==> config.mk <==
export PLATFORM = sky130hd
export DESIGN_NAME = ssriscv_ifu
export DESIGN_NICKNAME = d
export VERILOG_FILES = /design/src/rtl/ssriscv_ifu.sv
export SDC_FILE = /design/constraint.sdc
export NUM_CORES = 1
export LEC_CHECK = 0
export BUFFER_PORTS_ARGS = -buffer_cell sky130_fd_sc_hd__buf_2
export CORE_MARGIN = 2
export CORE_UTILIZATION = 44
export DETAILED_ROUTE_END_ITERATION = 7
export PLACE_DENSITY = 0.76
export SKIP_LAST_GASP = 1
export SLEW_MARGIN = 20
export SYNTH_ARGS = -nofsm -noshare
export SYNTH_HDL_FRONTEND = slang
export SYNTH_SLANG_ARGS = --single-unit
export TNS_END_PERCENT = 1
==> constraint.sdc <==
create_clock -name clk -period 1.6 [get_ports clk]
set_clock_uncertainty 0.1 [all_clocks]
set_input_delay 0.16 -clock clk [delete_from_list [all_inputs] [get_ports clk]]
set_output_delay 0.16 -clock clk [all_outputs]
set_load 0.02 [all_outputs]
==> src/rtl/ssriscv_ifu.sv <==
// Instruction fetch unit for a single-issue RISC-V core: fetches one word at a
// time, hands it to decode, then waits for the resolved next PC before fetching again.
module ssriscv_ifu #(
  parameter logic [31:0] RESET_PC = 32'h0000_0000
) (
  input  logic        clk,
  input  logic        rst,
  output logic        imem_req_valid,
  input  logic        imem_req_ready,
  output logic [31:0] imem_req_addr,
  input  logic        imem_resp_valid,
  input  logic [31:0] imem_resp_data,
  output logic        inst_valid,
  input  logic        inst_ready,
  output logic [31:0] inst,
  output logic [31:0] inst_pc,
  input  logic [31:0] pc_next,
  input  logic        pc_next_valid,
  output logic        misalign_err,
  output logic [31:0] fetch_count
);

  typedef enum logic [2:0] {
    S_REQ  = 3'd0,
    S_WAIT = 3'd1,
    S_HOLD = 3'd2,
    S_EXEC = 3'd3,
    S_ERR  = 3'd4
  } state_t;

  state_t      r_state;
  logic [31:0] r_pc;
  logic [31:0] r_inst;
  logic [31:0] r_inst_pc;
  logic [31:0] r_fetch_count;
  logic        r_req_valid;
  logic        r_inst_valid;
  logic        r_misalign;

  wire w_pc_next_aligned = (pc_next[1:0] == 2'b00);

  // NOTE: every piece of state, including the handshake outputs, is assigned with <=
  // in this one block so all of it updates together on the edge and no output is
  // ever derived from a half-updated state.
  always_ff @(posedge clk) begin
    if (rst) begin
      r_state       <= S_REQ;
      r_pc          <= RESET_PC;
      r_inst        <= 32'h0;
      r_inst_pc     <= 32'h0;
      r_fetch_count <= 32'h0;
      r_req_valid   <= 1'b1;
      r_inst_valid  <= 1'b0;
      r_misalign    <= 1'b0;
    end else begin
      case (r_state)
        S_REQ: begin
          // Request and address stay put until the memory takes them.
          if (imem_req_ready) begin
            r_state     <= S_WAIT;
            r_req_valid <= 1'b0;
          end
        end
        S_WAIT: begin
          if (imem_resp_valid) begin
            r_inst       <= imem_resp_data;
            r_inst_pc    <= r_pc;
            r_inst_valid <= 1'b1;
            r_state      <= S_HOLD;
          end
        end
        S_HOLD: begin
          if (inst_ready) begin
            r_fetch_count <= r_fetch_count + 32'd1;
            r_inst_valid  <= 1'b0;
            r_state       <= S_EXEC;
          end
        end
        S_EXEC: begin
          if (pc_next_valid) begin
            r_pc <= pc_next;
            if (w_pc_next_aligned) begin
              r_req_valid <= 1'b1;
              r_state     <= S_REQ;
            end else begin
              r_misalign <= 1'b1;
              r_state    <= S_ERR;
            end
          end
        end
        S_ERR: begin
          // Terminal until reset; the faulting PC stays visible on imem_req_addr.
          r_state <= S_ERR;
        end
        default: begin
          r_state <= S_ERR;
        end
      endcase
    end
  end

  assign imem_req_valid = r_req_valid;
  assign imem_req_addr  = r_pc;
  assign inst_valid     = r_inst_valid;
  assign inst           = r_inst;
  assign inst_pc        = r_inst_pc;
  assign misalign_err   = r_misalign;
  assign fetch_count    = r_fetch_count;

endmodule

### Yosys cells after proc, flatten, opt, wreduce, memory -nomap -nowiden

Cells that the tools add are included.

| word-level totals | value |
|---|---|
| input port bits | 70 |
| bits in registers | 134 |
| output and inout bits | 131 |
| word-level logic and storage cells | 42 |

| cells by class | value |
|---|---|
| equal/unequal tests | 8 |
| multiplexer cells | 13 |
| bitwise gates (word level) | 1 |
| reduce and logical (&&, ||, !) cells | 11 |
| $add $sub $neg | 1 |

Operators by type and width:

| operator | count |
|---|---|
| $add A32 B1 Y32 const B | 1 |
| $mux W3 | 5 |
| $pmux W3 S4 | 1 |
| $ne A2 B2 Y1 const B | 5 |
| $reduce_and A4 Y1 | 2 |
| $eq A3 B2 Y1 const B | 2 |
| $reduce_and A2 Y1 | 3 |
| $reduce_and A3 Y1 | 2 |
| $mux W1 | 5 |
| $pmux W1 S2 | 2 |
| $reduce_bool A2 Y1 | 2 |
| $eq A3 B1 Y1 const B | 1 |
| $logic_not A3 Y1 | 1 |
| $logic_not A2 Y1 | 1 |
| $not A1 Y1 | 1 |

### Depth between registers and ports, before layout

| logic depth | value |
|---|---|
| depth in word-level cells | 4 |
| mapped depth | 7 |

### Least setup slack after synthesis

OpenSTA, ideal clock, no wires.

| path | value |
|---|---|
| path type | flip-flop to flip-flop |
| start | register r_fetch_count[8], in the netlist fetch_count[8] |
| end | register r_fetch_count[24], in the netlist fetch_count[24] |
| setup slack | -0.374 ns |
| period minus slack after synthesis | 1.974 ns |
| stages on the path, launching flop included | 7 |
| arrival time | 1.746 ns |
| cell sequence | dfxtp_1 -> nand4_2 -> or4_4 -> buf_6 -> nor3_4 -> xnor2_1 -> nor2_1 |

| between the ends | value |
|---|---|
| cells in the longest elaborated chain, start to end | 1 |

Ends and longest elaborated chain:

| element | line | source |
|---|---|---|
| from (decl) | 35 | `logic [31:0] r_fetch_count;` |
| from (signal assigned) | 74 | `r_fetch_count <= r_fetch_count + 32'd1;` |
| $add A32 B1 Y32 | 74 |  |

Every way passes these cells.
A chain may end at the register's enable or synchronous reset.

### Worst setup path in the final report

| path | value |
|---|---|
| start | register r_fetch_count[0], in the netlist fetch_count[0] |
| end | register r_fetch_count[30], in the netlist fetch_count[30] |

Same word-level chain as after synthesis.

==> impl_metrics.py <==
metrics = {
    "timing": {
        "period_minus_slack_ns": 1.763,
        "setup_viol": 24,
        "relSlewSlack_pct": 74.87,
        "fin_setup_tns_ns": -1.678,
        "hold_slack_ns": 0.03247,
        "final_max_slew_viol_count": 0,
        "hold_violations": 0,
        "rsz0062_at_grt": "yes",
        "worst_pin_slew_ns": 0.3735,
        "timing.final.ws_setup_ns": -0.1627,
        "fmax_mhz": 567.3,
        "min_period_over_period_pct": 110.2,
    },
    "route": {
        "post-route-drc-count": 0,
        "ant_nets": 0,
        "wl_per_cell_um": 14.51,
        "drt_pass1_iterations": 7,
        "vias": 5459,
        "viasPerCell": 5.031,
        "drt_iter0_drc": 344,
        "totalWireLength_um": 15740,
    },
    "clock_tree": {
        "clk_latency_ns": 0.41,
        "clkSlewWorstSetupHoldPaths_ns": 0.06,
        "htreeDepth": 4,
        "cts_root_buf": "clkbuf_16",
        "cts_buffers": 17,
        "cts_tree": "yes",
        "clock_sinks": 134,
        "cts_buffer_depth": 2,
    },
    "floorplan": {
        "rows": 39,
        "core-area_mm2": 0.01137,
        "ios": 201,
        "die_area_mm2": 0.01247,
        "fp.dieH_um": 111.7,
        "initial_core_util_pct": 44.88,
        "die_w_um": 111.7,
    },
    "synth": {
        "ys_warn_count": 0,
        "avgSynthCellArea_um2": 8.125,
        "yosys_most_used_dff": "dfxtp_1",
        "async_reset_ff_share_pct": 0,
        "synth_area_leaders": "dfxtp_1 (53%), nand2_1 (15%), a21oi_1 (10%), nor2_1 (3.0%), xnor2_1 (2.7%)",
        "yosysSeqAreaShare_pct": 52.57,
        "synth_seq_cells": 134,
        "yosysMostFrequentCell": "nand2_1",
        "yosysTopAreaCellShare_pct": 52.57,
        "yosysUniqueCellTypes": 38,
        "synth_commonest_cells": "nand2_1 (210), dfxtp_1 (134), a21oi_1 (102), nor2_1 (41), clkbuf_1 (35)",
        "synth-edff-count": 0,
        "syn_inst": 628,
        "syn_nets": 699,
        "syn-cell-area_mm2": 0.005102,
        "synth_area_leader_cell": "dfxtp_1",
    },
    "layout": {
        "nets": 999,
        "area_growth_pct": 57.01,
        "fillers": 860,
        "drive_gt1_share_pct": 33.62,
        "finalNonFillerCells": 1085,
    },
    "global_routing": {
        "grt_max_degree": 51,
        "track_usage_pct": 25.34,
        "antenna_found_initial": 2,
        "grt_pass1_wl_um": 25660,
        "overflow": 0,
        "grt_pass1_vias": 5363,
    },
    "placement": {
        "io_buffers": 200,
        "dpl.hpwl_um": 9557,
        "routabilityCongestion": 0.8083,
        "preCtsSetupSlack_ns": -0.1759,
        "dp_cells": 987,
    },
    "critical_path": {
        "cp_max_fo": 8,
        "critPathKind": "reg2reg",
        "cp-end-kind": "flip-flop",
        "cp-start-kind": "flip-flop",
        "cp.arrival_ns": 1.95,
        "worstPathRequired_ns": 1.79,
        "reg2regPathDepth": 6,
    },
    "power_and_ir_drop": {
        "p_leak_nw": 3.518,
        "power_density_mw_per_mm2": 1030,
        "peakVddDrop_uv": 986.6,
    },
    "worst_hold_path": {
        "whs_path_depth": 4,
        "hold_path.class": "in2reg",
    },
    "run_status": {
        "outcome": "finished, violations left",
        "failed_checks": "setup timing",
    },
    "flow_run": {
        "drv_cap": 0,
    },
}
[layout by cell type (no fill, tap or decap), types with 2 or more instances in the layout]
cell type / synthesis / layout
nand2_1: 210 / 209
buf_2: 1 / 199
dfxtp_1: 134 / 122
a21oi_1: 102 / 102
dlygate4sd3_1: 0 / 65
buf_4: 0 / 48
nor2_1: 41 / 39
clkbuf_16: 0 / 17
xnor2_1: 16 / 16
nand3_1: 14 / 13
xor2_1: 10 / 10
nand4_1: 9 / 9
dfxtp_4: 0 / 9
nor3_1: 7 / 6
buf_12: 0 / 6
nand2b_1: 4 / 4
and4_1: 4 / 4
o21ai_0: 4 / 4
nor3_2: 3 / 4
bufinv_16: 0 / 4
and3_1: 3 / 3
nand4_4: 1 / 3
nor4_4: 2 / 3
inv_1: 3 / 3
clkinvlp_4: 0 / 3
clkinv_4: 0 / 3
clkbuf_8: 0 / 3
dfxtp_2: 0 / 3
diode_2: 0 / 2
nor2b_1: 2 / 2
nand3_2: 1 / 2
nor4_1: 3 / 2
nor3b_1: 2 / 2
or3_1: 2 / 2
[worst max-delay path: stages, from the launching register on]
cell	delay [ns]
dfxtp_4	0.36
ha_4	0.13
nand3_1	0.07
or4_4	0.59
nor4_4	0.18
xnor2_1	0.15
nor2_1	0.06
[final timing paths]
kind                                     from                            to  slack (ns)
setup / recovery  fetch_count[0]$_SDFFE_PP0P_  fetch_count[30]$_SDFFE_PP0P_       -0.16
hold / removal                  pc_next_valid       r_state[0]$_SDFFE_PP0P_        0.03
setup reg to reg  fetch_count[0]$_SDFFE_PP0P_  fetch_count[30]$_SDFFE_PP0P_       -0.16
hold reg to reg      inst_pc[27]$_SDFFE_PP0P_      inst_pc[27]$_SDFFE_PP0P_        0.35
[sequential cells by signal (all words and copies together), names as in the netlist]
name / count
fetch_count: 32
imem_req_addr: 32
imem_req_valid: 1
inst: 32
inst_pc: 32
inst_valid: 1
misalign_err: 1
r_state: 3
[power breakdown]
group / internal [mW] / leakage (nW) / switching [mW]
Sequential: 3.39 / 1.09 / 0.0342
Combinational: 0.309 / 2.12 / 0.364
Clock: 2.73 / 0.304 / 1.44
Total: 6.42 / 3.52 / 1.83
[logic make-up after synthesis]
logic type / synth area share [%]
flip-flops: 52.57
adder cells (fa/ha/maj): 0.2452
AO/OA/AOI/OAI: 11.16
XOR/XNOR: 4.463
AND/OR/NAND/NOR: 28.45
buffers and inverters: 3.114
[layout make-up]
class / count / area [um^2] / share of cell area (%)
sequential: 134 / 2720 / 33.95
multi-input combinational: 454 / 2328 / 29.06
timing repair buffer: 318 / 2127 / 26.55
clock buffer: 20 / 466.7 / 5.825
tap: 143 / 178.9 / 2.233
clock inverter: 11 / 173.9 / 2.171
inverter: 3 / 11.26 / 0.1406
antenna: 2 / 5.005 / 0.06247
[per-layer routing]
metal  wire [um]  track usage [%]  share of wire (%)
met1        6472            30.51                 41
met2        7715            42.14                 49
met3        1100            7.022                7.0
met4         449            11.77                2.9
met5           0                0                  0
[stage by stage]
stage	power, mW	area (um^2)	util, %
5_1_grt	8.526	8011	70.46
2_1_floorplan	3.771	5165	-
4_1_cts	8.305	8006	70.42
6_report	8.256	8011	70.46
3_3_place_gp	4.020	6681	58.77
3_5_place_dp	4.024	6681	58.77
[timing repair]
item | in CTS | in global routing
resized for setup | 5 | 0
endpoints found under the hold margin | 69 | 0
pin swaps | 2 | 0
endpoints found under the setup margin | 23 | 56
hold buffers | 65 | 0
buffers inserted | 0 | 0
Note: power is estimated with default switching activity, not from simulation.
